<file path="config.mk">
export PLATFORM = sky130hd
export DESIGN_NAME = gpio_arb_flat
export DESIGN_NICKNAME = d
export VERILOG_FILES = /design/src/rtl/gpio_arb_if.sv /design/src/rtl/gpio_arb.sv /design/src/flat_wrapper.sv
export SDC_FILE = /design/constraint.sdc
export NUM_CORES = 1
export LEC_CHECK = 0
export BUFFER_PORTS_ARGS = -buffer_cell sky130_fd_sc_hd__buf_2
export CAP_MARGIN = 20
export CORE_ASPECT_RATIO = 1.1
export CORE_UTILIZATION = 41
export CTS_CLUSTER_SIZE = 14
export DETAILED_ROUTE_END_ITERATION = 10
export GPL_TIMING_DRIVEN = 0
export PLACE_DENSITY = 0.78
export RECOVER_POWER = 100
export SYNTH_ARGS = -nofsm -noshare
export SYNTH_HDL_FRONTEND = slang
export SYNTH_SLANG_ARGS = --single-unit
</file>
<file path="constraint.sdc">
create_clock -name clk -period 1.4 [get_ports clk]
set_input_delay 0.21 -clock clk [delete_from_list [all_inputs] [get_ports clk]]
set_output_delay 0.21 -clock clk [all_outputs]
set_load 0.01 [all_outputs]
</file>
<file path="src/rtl/gpio_arb_if.sv">
// Two-master GPIO register-port bundle: master request/response pairs, the shared
// GPIO register port and the grant owner, with arbiter-side and environment-side views.
interface gpio_arb_if #(
   parameter int DW = 32,
   parameter int AW = 2
);
   logic          m0_req;
   logic          m0_we;
   logic [AW-1:0] m0_a;
   logic [DW-1:0] m0_wd;
   logic          m0_ack;
   logic [DW-1:0] m0_rd;

   logic          m1_req;
   logic          m1_we;
   logic [AW-1:0] m1_a;
   logic [DW-1:0] m1_wd;
   logic          m1_ack;
   logic [DW-1:0] m1_rd;

   logic [AW-1:0] gp_a;
   logic          gp_we;
   logic [DW-1:0] gp_wd;
   logic [DW-1:0] gp_rd;

   logic          owner;

   modport slave (
      input  m0_req, m0_we, m0_a, m0_wd,
      output m0_ack, m0_rd,
      input  m1_req, m1_we, m1_a, m1_wd,
      output m1_ack, m1_rd,
      output gp_a, gp_we, gp_wd,
      input  gp_rd,
      output owner
   );

   modport master (
      output m0_req, m0_we, m0_a, m0_wd,
      input  m0_ack, m0_rd,
      output m1_req, m1_we, m1_a, m1_wd,
      input  m1_ack, m1_rd,
      input  gp_a, gp_we, gp_wd,
      output gp_rd,
      input  owner
   );
endinterface

</file>
<file path="src/rtl/gpio_arb.sv">
// Round-robin arbiter giving two masters single-beat access to one GPIO register port.
// Each access takes IDLE -> ACCESS -> RESP, and every output comes straight from a flop.
module gpio_arb #(
   parameter int DW = 32,
   parameter int AW = 2
) (
   input logic       clk,
   input logic       rst,
   gpio_arb_if.slave bus
);
   typedef enum logic [1:0] {
      IDLE   = 2'd0,
      ACCESS = 2'd1,
      RESP   = 2'd2
   } state_t;

   state_t        state_r, state_nxt;
   logic          owner_r, owner_nxt;
   logic          we_r, we_nxt;
   logic [AW-1:0] gp_a_r, gp_a_nxt;
   logic [DW-1:0] gp_wd_r, gp_wd_nxt;
   logic          gp_we_r, gp_we_nxt;
   logic          m0_ack_r, m0_ack_nxt;
   logic          m1_ack_r, m1_ack_nxt;
   logic [DW-1:0] m0_rd_r, m0_rd_nxt;
   logic [DW-1:0] m1_rd_r, m1_rd_nxt;
   logic          win_s;

   // Round-robin pick: on contention the master that was not last granted wins.
   always_comb begin
      win_s = 1'b0;
      if (bus.m0_req && bus.m1_req) begin
         win_s = ~owner_r;
      end else if (bus.m1_req) begin
         win_s = 1'b1;
      end else begin
         win_s = 1'b0;
      end
   end

   // Next-state and next-output logic; the GPIO port registers double as the request latch.
   always_comb begin
      state_nxt  = state_r;
      owner_nxt  = owner_r;
      we_nxt     = we_r;
      gp_a_nxt   = gp_a_r;
      gp_wd_nxt  = gp_wd_r;
      gp_we_nxt  = 1'b0;
      m0_ack_nxt = 1'b0;
      m1_ack_nxt = 1'b0;
      m0_rd_nxt  = m0_rd_r;
      m1_rd_nxt  = m1_rd_r;
      case (state_r)
         IDLE: begin
            if (bus.m0_req || bus.m1_req) begin
               owner_nxt = win_s;
               state_nxt = ACCESS;
               if (win_s) begin
                  we_nxt    = bus.m1_we;
                  gp_a_nxt  = bus.m1_a;
                  gp_wd_nxt = bus.m1_wd;
                  gp_we_nxt = bus.m1_we;
               end else begin
                  we_nxt    = bus.m0_we;
                  gp_a_nxt  = bus.m0_a;
                  gp_wd_nxt = bus.m0_wd;
                  gp_we_nxt = bus.m0_we;
               end
            end else begin
               state_nxt = IDLE;
            end
         end
         ACCESS: begin
            state_nxt = RESP;
            if (owner_r) begin
               m1_ack_nxt = 1'b1;
               if (!we_r) begin
                  m1_rd_nxt = bus.gp_rd;
               end else begin
                  m1_rd_nxt = m1_rd_r;
               end
            end else begin
               m0_ack_nxt = 1'b1;
               if (!we_r) begin
                  m0_rd_nxt = bus.gp_rd;
               end else begin
                  m0_rd_nxt = m0_rd_r;
               end
            end
         end
         RESP: begin
            state_nxt = IDLE;
         end
         default: begin
            state_nxt = IDLE;
         end
      endcase
   end

   // State and output registers; owner resets to 1 so m0 wins the first contention.
   always_ff @(posedge clk) begin
      if (!rst) begin
         state_r  <= IDLE;
         owner_r  <= 1'b1;
         we_r     <= 1'b0;
         gp_a_r   <= {AW{1'b0}};
         gp_wd_r  <= {DW{1'b0}};
         gp_we_r  <= 1'b0;
         m0_ack_r <= 1'b0;
         m1_ack_r <= 1'b0;
         m0_rd_r  <= {DW{1'b0}};
         m1_rd_r  <= {DW{1'b0}};
      end else begin
         state_r  <= state_nxt;
         owner_r  <= owner_nxt;
         we_r     <= we_nxt;
         gp_a_r   <= gp_a_nxt;
         gp_wd_r  <= gp_wd_nxt;
         gp_we_r  <= gp_we_nxt;
         m0_ack_r <= m0_ack_nxt;
         m1_ack_r <= m1_ack_nxt;
         m0_rd_r  <= m0_rd_nxt;
         m1_rd_r  <= m1_rd_nxt;
      end
   end

   assign bus.gp_a   = gp_a_r;
   assign bus.gp_we  = gp_we_r;
   assign bus.gp_wd  = gp_wd_r;
   assign bus.m0_ack = m0_ack_r;
   assign bus.m1_ack = m1_ack_r;
   assign bus.m0_rd  = m0_rd_r;
   assign bus.m1_rd  = m1_rd_r;
   assign bus.owner  = owner_r;
endmodule

</file>
<file path="src/flat_wrapper.sv">
// flat-port wrapper written by rule: the top's interface ports become plain ports
module gpio_arb_flat 
#(
   parameter int DW = 32,
   parameter int AW = 2
)
  (clk, rst, bus_m0_req, bus_m0_we, bus_m0_a, bus_m0_wd, bus_m0_ack, bus_m0_rd, bus_m1_req, bus_m1_we, bus_m1_a, bus_m1_wd, bus_m1_ack, bus_m1_rd, bus_gp_a, bus_gp_we, bus_gp_wd, bus_gp_rd, bus_owner);
  gpio_arb_if #(.DW(DW), .AW(AW)) bus_i ();
  input logic clk;
  input logic rst;
  input wire logic [$bits(bus_i.m0_req)-1:0] bus_m0_req;
  input wire logic [$bits(bus_i.m0_we)-1:0] bus_m0_we;
  input wire logic [$bits(bus_i.m0_a)-1:0] bus_m0_a;
  input wire logic [$bits(bus_i.m0_wd)-1:0] bus_m0_wd;
  output wire logic [$bits(bus_i.m0_ack)-1:0] bus_m0_ack;
  output wire logic [$bits(bus_i.m0_rd)-1:0] bus_m0_rd;
  input wire logic [$bits(bus_i.m1_req)-1:0] bus_m1_req;
  input wire logic [$bits(bus_i.m1_we)-1:0] bus_m1_we;
  input wire logic [$bits(bus_i.m1_a)-1:0] bus_m1_a;
  input wire logic [$bits(bus_i.m1_wd)-1:0] bus_m1_wd;
  output wire logic [$bits(bus_i.m1_ack)-1:0] bus_m1_ack;
  output wire logic [$bits(bus_i.m1_rd)-1:0] bus_m1_rd;
  output wire logic [$bits(bus_i.gp_a)-1:0] bus_gp_a;
  output wire logic [$bits(bus_i.gp_we)-1:0] bus_gp_we;
  output wire logic [$bits(bus_i.gp_wd)-1:0] bus_gp_wd;
  input wire logic [$bits(bus_i.gp_rd)-1:0] bus_gp_rd;
  output wire logic [$bits(bus_i.owner)-1:0] bus_owner;
  assign bus_i.m0_req = bus_m0_req;
  assign bus_i.m0_we = bus_m0_we;
  assign bus_i.m0_a = bus_m0_a;
  assign bus_i.m0_wd = bus_m0_wd;
  assign bus_m0_ack = bus_i.m0_ack;
  assign bus_m0_rd = bus_i.m0_rd;
  assign bus_i.m1_req = bus_m1_req;
  assign bus_i.m1_we = bus_m1_we;
  assign bus_i.m1_a = bus_m1_a;
  assign bus_i.m1_wd = bus_m1_wd;
  assign bus_m1_ack = bus_i.m1_ack;
  assign bus_m1_rd = bus_i.m1_rd;
  assign bus_gp_a = bus_i.gp_a;
  assign bus_gp_we = bus_i.gp_we;
  assign bus_gp_wd = bus_i.gp_wd;
  assign bus_i.gp_rd = bus_gp_rd;
  assign bus_owner = bus_i.owner;
  gpio_arb #(.DW(DW), .AW(AW)) u_core (.clk(clk), .rst(rst), .bus(bus_i));
endmodule
</file>
## Word level (Yosys, flattened, before mapping)

Cells that the tools add are included.

- Register bits: 105
- Latch bits: 0
- Bits in writable memories: 0
- Memory bits (read-only): 0
- Bits of input ports: 106
- Logic and storage cells: 30
- Memories kept: 0

- $add $sub $neg: 0
- Multiply operators: 0
- Divide/modulo/power cells: 0
- Order comparisons: 0
- Equality and inequality tests: 1
- Shifts and indexed selects: 0
- Muxes and demuxes: 9
- Bitwise gates (word level): 2
- Reduce and logical (&&, ||, !) cells: 8

Operator list:

| kind | number |
|---|---|
| $mux 32 | 1 |
| $reduce_and 3->1 | 3 |
| $mux 1 | 6 |
| $pmux 2 s2 | 1 |
| $reduce_and 2->1 | 2 |
| $eq 2x1->1 const B | 1 |
| $logic_not 2->1 | 1 |
| $mux 2 | 1 |
| $not 1->1 | 2 |
| $logic_and 1x1->1 | 1 |
| $logic_or 1x1->1 | 1 |

## Logic depth before layout (Yosys ltp)

Gate-level depths: netlist of the first run.

- Depth after elaboration: 3
- Gate-level depth with buffers: 5

## Least setup slack after synthesis of the first run

Ideal clock, no wire load.

- Kind: reg-to-reg
- Start point: reg u_core.owner_r, in the netlist u_core.bus.owner
- End point: reg u_core.m0_rd_r[24], in the netlist u_core.bus.m0_rd[24]
- Arrival time: 1.334 ns
- Data required time: 1.285 ns
- Setup slack: -0.049 ns
- Cell stages (with the launch flop): 6
- Period minus slack after synthesis: 1.449 ns
- Path through: dfxtp_1 > or4b_1 > buf_6 > buf_6 > nand3_1 > o21ai_2

- Word-level cells in the longest chain between the ends: 2

Ends and longest elaborated chain:

| item | line | text |
|---|---|---|
| start, declared | gpio_arb.sv:18 | `logic owner_r, owner_nxt;` |
| start signal, assigned | gpio_arb.sv:115 | `owner_r <= owner_nxt;` |
| $not 1->1 | - |  |
| $reduce_and 3->1 (no line) | - |  |
| end signal, assigned | gpio_arb.sv:111 | `m0_rd_r <= {DW{1'b0}};` |
| end signal, assigned | gpio_arb.sv:122 | `m0_rd_r <= m0_rd_nxt;` |
| end, declared | gpio_arb.sv:25 | `logic [DW-1:0] m0_rd_r, m0_rd_nxt;` |

No other way between the ends.
A chain may end at the register's enable or synchronous reset.

## Final worst setup path of the first run

- Start point: reg u_core.owner_r, in the netlist u_core.bus.owner
- End point: reg u_core.m0_rd_r[27], in the netlist u_core.bus.m0_rd[27]

Same word-level chain as after synthesis.

==> results of run 1 <==
## through the flow
| stage | utilization | area, sq um | hold slack [ns] | setup slack [ns] | TNS, ns |
|---|---|---|---|---|---|
| after detailed placement | 0.545 | 5420 | 0.448 | -0.255 | -13.35 |
| after global routing | 0.605 | 6010 | 0.0676 | -0.102 | -4.43 |
| after global placement | 0.545 | 5420 | 0.441 | -0.172 | -7.22 |
| final | 0.605 | 6010 | 0.0899 | -0.0693 | -1.38 |
| after CTS | 0.570 | 5660 | 0.0705 | -0.0729 | -1.57 |
| after floorplan | - | 4240 | 0.340 | 0.00316 | 0 |
## critical path: cells and delay by family, from the launching register on
family | cells | cell delay (ns)
buffers and inverters | 1 | 0.20
AO/OA/AOI/OAI | 1 | 0.07
AND/OR/NAND/NOR | 2 | 0.71
flip-flops | 1 | 0.40
## power by group
group	leakage (nW)	switching, W	internal (W)
Sequential	0.860	0.000135	0.00320
Clock	0.0956	0.00103	0.000740
Combinational	1.82	0.000784	0.000624
Total	2.77	0.00195	0.00457
## cells in the mapped netlist, drive strengths merged (2+ instances only)
library cell	number	share of area
a311oi	34	0.070
and3	2	0.0030
buf	27	0.041
nor2b	3	0.0044
nand3	64	0.078
and2	2	0.0030
a21oi	35	0.041
dfxtp	105	0.50
o21ai	64	0.10
a21boi	2	0.0044
nand2	132	0.12
clkbuf	24	0.021
## worst paths after layout
kind	end	cells past startpoint	slack, ns	start
max	u_core.bus.m0_rd[27]	4	-0.07	u_core.bus.owner
min	u_core.bus.m1_rd[0]	3	0.09	bus_gp_rd[0]
max reg2reg	u_core.bus.m0_rd[27]	4	-0.07	u_core.bus.owner
min reg2reg	u_core.bus.m1_rd[20]	2	0.45	u_core.bus.m1_rd[20]
## what timing repair did
| action | 4_1_cts | 5_1_grt |
|---|---|---|
| endpoints found under the setup margin | 93 | 91 |
| setup buffers | 2 | 4 |
| hold buffers | 0 | 0 |
| cloned | 0 | 7 |
| gates resized for setup | 25 | 86 |
| pin swaps | 0 | 17 |
## per-layer routing
layer,up-vias,track usage,part of all wire
met5,-,0,0
met1,2125,0.251,0.40
li1,2215,-,-
met3,26,0.0494,0.078
met2,251,0.424,0.50
met4,0,0.0789,0.021
## state kept, by name (all words and copies together), names as in the netlist
signal and cells:
u_core.bus.gp_wd 32, u_core.bus.m0_rd 32, u_core.bus.m1_rd 32, u_core.bus.gp_a 2, u_core.state_r 2, u_core.bus.gp_we 1, u_core.bus.m0_ack 1, u_core.bus.m1_ack 1
u_core.bus.owner 1, u_core.we_r 1
## kinds of logic (layout without fill, tap and decap cells)
logic type | Yosys count | count (layout) | synth area share
AND/OR/NAND/NOR | 207 | 208 | 0.212
flip-flops | 105 | 105 | 0.496
multiplexers | 1 | 1 | 0.00236
buffers and inverters | 52 | 282 | 0.0629
AO/OA/AOI/OAI | 138 | 138 | 0.226
## final cells by class
class                   instances  area, sq um  area share
inverters                       1         3.75    0.000625
clock buffers                  11          151      0.0252
well taps                     120          150      0.0250
repair buffers                218         1190       0.199
multi-input cells             347         2030       0.339
clock inverters                 4         27.5     0.00458
flip-flops and latches        105         2110       0.351
plain buffers                  48          340      0.0566
==> out/metrics.csv, run 1 <==
stage,metric,value,unit
status,status,finished with violations,
status,violations,setup timing,
detailed_routing,drt-pass1-iter-count,6,
sta,fmax,681,MHz
layout,fin_nets,836,
detailed_routing,routed_wl,13.2,mm
place,placed_cells,829,
place,hpwl,9.57,mm
floorplanning,row_count,38,
sta,clock_skew,0.00980,ns
pwr,irDropWorstVdd,0.503,mV
logic_synthesis,synth_edf_count,0,
critical_path,cp_max_fo,8,
pwr,power.leakage,2.77,nW
floorplanning,dieArea,10700,sq um
critical_path,arrival,1.73,ns
sta,max-slew-margin-rel,0.547,
detailed_routing,drtAntennaViolNets,0,
global_routing,grt_overflow,0,
sta,layout_min_cycle_time,1.47,ns
place,io_buffers,206,
logic_synthesis,ys_async_sr_fraction,0,
logic_synthesis,syn_inst,503,
layout,layout_commonest_cell,buf_2,
logic_synthesis,synth_area,4240,sq um
cts,cts_tree,yes,
sta,rsz0062_at_grt,yes,
floorplanning,ios,208,
global_routing,grt_pass1_vias,4136,
detailed_routing,via_per_inst,5.41,
pwr,power,0.00652,W
place,globalplace.congestion,0.795,
pwr,powerDensity,1080,nW/um^2
cts,cts.clk_slew.worst_paths,0.10,ns
run,drv_cap,0,
critical_path,cp_cell_sequence,or4b_4 > clkbuf_16 > nand3_2 > o21ai_2,
floorplanning,die_h,109,um
sta,layout_setup_ws,-0.0693,ns
critical_path,slowest_stage,or4b_4,
sta,min_period_over_period,1.05,
layout,diodes,0,
sta,slew_viol_final,0,
global_routing,antenna_found_initial,0,
layout,n_fill_cell,845,
detailed_routing,vias,4617,
logic_synthesis,seq_area_frac_synth,0.496,
floorplanning,die_w,98.9,um
detailed_routing,wl_per_cell,15.5,um
cts,clk_path_buf_depth,2,
floorplanning,start_util,0.426,
detailed_routing,drt-initial-drc-count,204,
sta,tightest_slew,0.679,ns
cts,clock_tree.root_cell,clkbuf_8,
logic_synthesis,synth_warnings,0,
floorplanning,coreArea,9940,sq um
logic_synthesis,synth_cell_types,26,
global_routing,grt_max_degree,17,
detailed_routing,drc,0,
sta,finalSetupViolCount,35,
layout,layoutNonFillerInstCount,854,
global_routing,grt.total_usage,0.226,
critical_path,crit_type,register to register,
cts,cts_inserted_buffers,9,
critical_path,crit_required,1.66,ns
logic_synthesis,synth_nets,609,
worst_hold_path,hp-class,input port to register,
sta,hold_viol,0,
logic_synthesis,syn_avg_cell_area,8.42,sq um
logic_synthesis,ys_ff_latch,105,
layout,drive_gt1_frac,0.450,
global_routing,grt_pass1_wl,19.3,mm
cts,clock_sinks,105,
critical_path,startpoint_type,register,
layout,syn_to_final_growth,41.8,%
layout,layout_common_cells,"buf_2 (211), nand2_1 (132), dfxtp_1 (103), nand3_1 (39), a21oi_1 (35)",
cts,worstSkewPairLatency,0.36,ns
logic_synthesis,ys.flop_type,dfxtp_1,
critical_path,cpPeakStageDelay,0.63,ns
critical_path,crit_path_end_kind,register,
cts,h-tree-depth,3,
Note: power is estimated with default switching activity, not from simulation.
==> inputs of run 2 (changes only) <==
--- a/config.mk
+++ b/config.mk
@@ -5,15 +5,16 @@
 export SDC_FILE = /design/constraint.sdc
 export NUM_CORES = 1
 export LEC_CHECK = 0
-export BUFFER_PORTS_ARGS = -buffer_cell sky130_fd_sc_hd__buf_2
 export CAP_MARGIN = 20
 export CORE_ASPECT_RATIO = 1.1
-export CORE_UTILIZATION = 41
+export CORE_UTILIZATION = 56
 export CTS_CLUSTER_SIZE = 14
 export DETAILED_ROUTE_END_ITERATION = 10
+export DONT_BUFFER_PORTS = 1
 export GPL_TIMING_DRIVEN = 0
-export PLACE_DENSITY = 0.78
+export PLACE_DENSITY = 0.77
 export RECOVER_POWER = 100
 export SYNTH_ARGS = -nofsm -noshare
 export SYNTH_HDL_FRONTEND = slang
 export SYNTH_SLANG_ARGS = --single-unit
+export TNS_END_PERCENT = 1
==> run 2 against run 1 <==
Net effect:
- the flow finishes with violations (DRC, hold timing, setup timing)
- sequential power increased by 4%
- wire length decreased by 2.1%
- clock skew increased by 0.0020 ns
- clock power about the same
- largest power group unchanged
- highest routed layer unchanged
==> out/metrics.csv, run 2 (synthesis gave the netlist of run 1 again) <==
stage,metric,value,unit
global_routing,grt_pass1_vias,4114,
detailed_routing,met3_length,1.12,mm
pwr,p_sw,0.00192,W
run,drv_cap,0,
global_routing,grt_max_degree,19,
global_routing,grt.total_usage,0.310,
cts,h-tree-depth,3,
sta,fmax,675,MHz
layout,syn_to_final_growth,28.5,%
worst_hold_path,holdPathStages,2,
cts,cts_inserted_buffers,9,
place,globalplace.congestion,0.808,
pwr,sw_frac_of_total,0.308,
detailed_routing,drc,12,
layout,layout_common_cells,"nand2_1 (132), dfxtp_1 (103), dlygate4sd3_1 (73), nand3_1 (49), a21oi_1 (35)",
detailed_routing,drt-initial-drc-count,219,
status,status,finished with violations,
critical_path,crit_required,1.66,ns
cts,clk_path_buf_depth,2,
sta,clock_skew,0.0118,ns
sta,finalSetupViolCount,31,
floorplanning,coreArea,7170,sq um
floorplanning,dieArea,7920,sq um
layout,diodes,0,
floorplanning,row_count,32,
floorplanning,die_w,84.9,um
floorplanning,die_h,93.2,um
critical_path,cp_max_fo,10,
floorplanning,start_util,0.591,
detailed_routing,top_layer,met4,
pwr,power.leakage,2.04,nW
layout,layout_commonest_cell,nand2_1,
critical_path,arrival,1.74,ns
worst_hold_path,hold_end,u_core.bus.gp_wd[19],
global_routing,grt_overflow,0,
place,hpwl,8.06,mm
detailed_routing,wl_met1,4.77,mm
sta,layout_setup_ws,-0.0818,ns
pwr,power,0.00624,W
layout,final_core_util,0.760,
sta,layout_min_cycle_time,1.48,ns
global_routing,antenna_found_initial,0,
floorplanning,ios,208,
pwr,seq_power_share,0.556,
critical_path,r2r_cells,5,
layout,fin_nets,693,
detailed_routing,drt-pass1-iter-count,9,
critical_path,timing.rr.start,u_core.bus.owner,
sta,hold_viol,1,
pwr,irDropWorstVdd,0.781,mV
sta,slew_viol_final,0,
pwr,intPower,0.00432,W
detailed_routing,routed_wl,12.9,mm
global_routing,grt_pass1_wl,19.3,mm
layout,drive_gt1_frac,0.179,
critical_path,crit_type,register to register,
cts,cts_tree,yes,
pwr,powerDensity,1150,nW/um^2
detailed_routing,drtAntennaViolNets,0,
detailed_routing,wl_met2,6.51,mm
sta,tightest_slew,0.636,ns
cts,clock_sinks,105,
sta,max-slew-margin-rel,0.576,
detailed_routing,vias,4164,
detailed_routing,wl_per_cell,19.1,um
pwr,pwr-share-comb,0.164,
sta,holdWs,-0.0000905,ns
worst_hold_path,hp-start,bus_m0_wd[19],
sta,rsz0062_at_grt,yes,
critical_path,startpoint_type,register,
cts,clock_tree.root_cell,clkbuf_8,
cts,worstSkewPairLatency,0.36,ns
critical_path,r2r-end,u_core.bus.m0_rd[15],
critical_path,crit_path_end_kind,register,
critical_path,rrSetupSlack,-0.08,ns
place,io_buffers,0,
sta,min_period_over_period,1.06,
status,violations,"DRC, hold timing, setup timing",
detailed_routing,via_per_inst,6.16,
pwr,p_clk_frac,0.280,
worst_hold_path,hp-class,input port to register,
cts,cts.clk_slew.worst_paths,0.10,ns
==> run 2: changes by cell type in the layout (fill, tap and decap cells not counted), sizes merged <==
cell,delta
buf,-211
clkbuf,-6
dlygate4sd3,+73
or4b,-1
inv,+2
==> run 2: critical path: stages (launching register included) <==
cell,delay [ns]
dfxtp_4,0.41
or4b_4,0.50
buf_8,0.16
buf_6,0.15
nand3_1,0.11
o21ai_2,0.06
==> run 2: timing repair <==
action | CTS | global route
gates resized for setup | 29 | 35
buffers inserted | 1 | 0
endpoints found under the setup margin | 93 | 79
hold buffers | 73 | 0
pin swaps | 1 | 2
endpoints found under the hold margin | 85 | 0
==> run 2: per-layer routing <==
layer	GRT usage	vias up
met3	0.0715	47
met5	0	-
met2	0.564	235
met1	0.332	1955
met4	0.168	0
li1	-	1927
==> run 2: power by group through the flow <==
stage          registers, W  clock network, W  logic, W
2_1_floorplan       0.00347                 0  0.000585
3_3_place_gp        0.00353                 0  0.000707
3_5_place_dp        0.00353                 0  0.000734
4_1_cts             0.00347           0.00177  0.000942
5_1_grt             0.00350           0.00189   0.00112
6_report            0.00347           0.00175   0.00102
==> run 2: final cells by class <==
cell class,instances,area (sq um)
Inverter,1,3.75
Tap cell,85,106
Buffer,50,334
Clock inverter,6,51.3
Sequential cell,105,2110
Clock buffer,9,124
Fill cell,506,1720
Multi-Input combinational cell,346,1980
Timing Repair Buffer,74,738
==> run 2: per-stage QoR <==
step,setup WS (ns),instance area (sq um),TNS (ns),std cells
final,-0.0818,5440,-1.66,676
after global routing,-0.114,5440,-3.18,676
after CTS,-0.0556,5330,-1.30,676
after detailed placement,-0.199,4340,-10.39,588
after global placement,-0.133,4340,-7.40,588
after floorplan,0.00316,4240,0,503
==> run 2: worst max-delay path by stage <==
stage	startpoint	endpoint	slack, ns	cells past startpoint
floorplan	u_core.bus.owner	u_core.bus.m0_rd[24]	0.003	5
global placement	u_core.bus.owner	u_core.bus.gp_wd[22]	-0.13	4
detailed placement	u_core.bus.owner	u_core.bus.gp_wd[25]	-0.20	4
CTS	u_core.bus.owner	u_core.bus.m0_rd[26]	-0.06	5
global route	u_core.bus.owner	u_core.bus.m0_rd[15]	-0.11	5
finish	u_core.bus.owner	u_core.bus.m0_rd[15]	-0.08	5
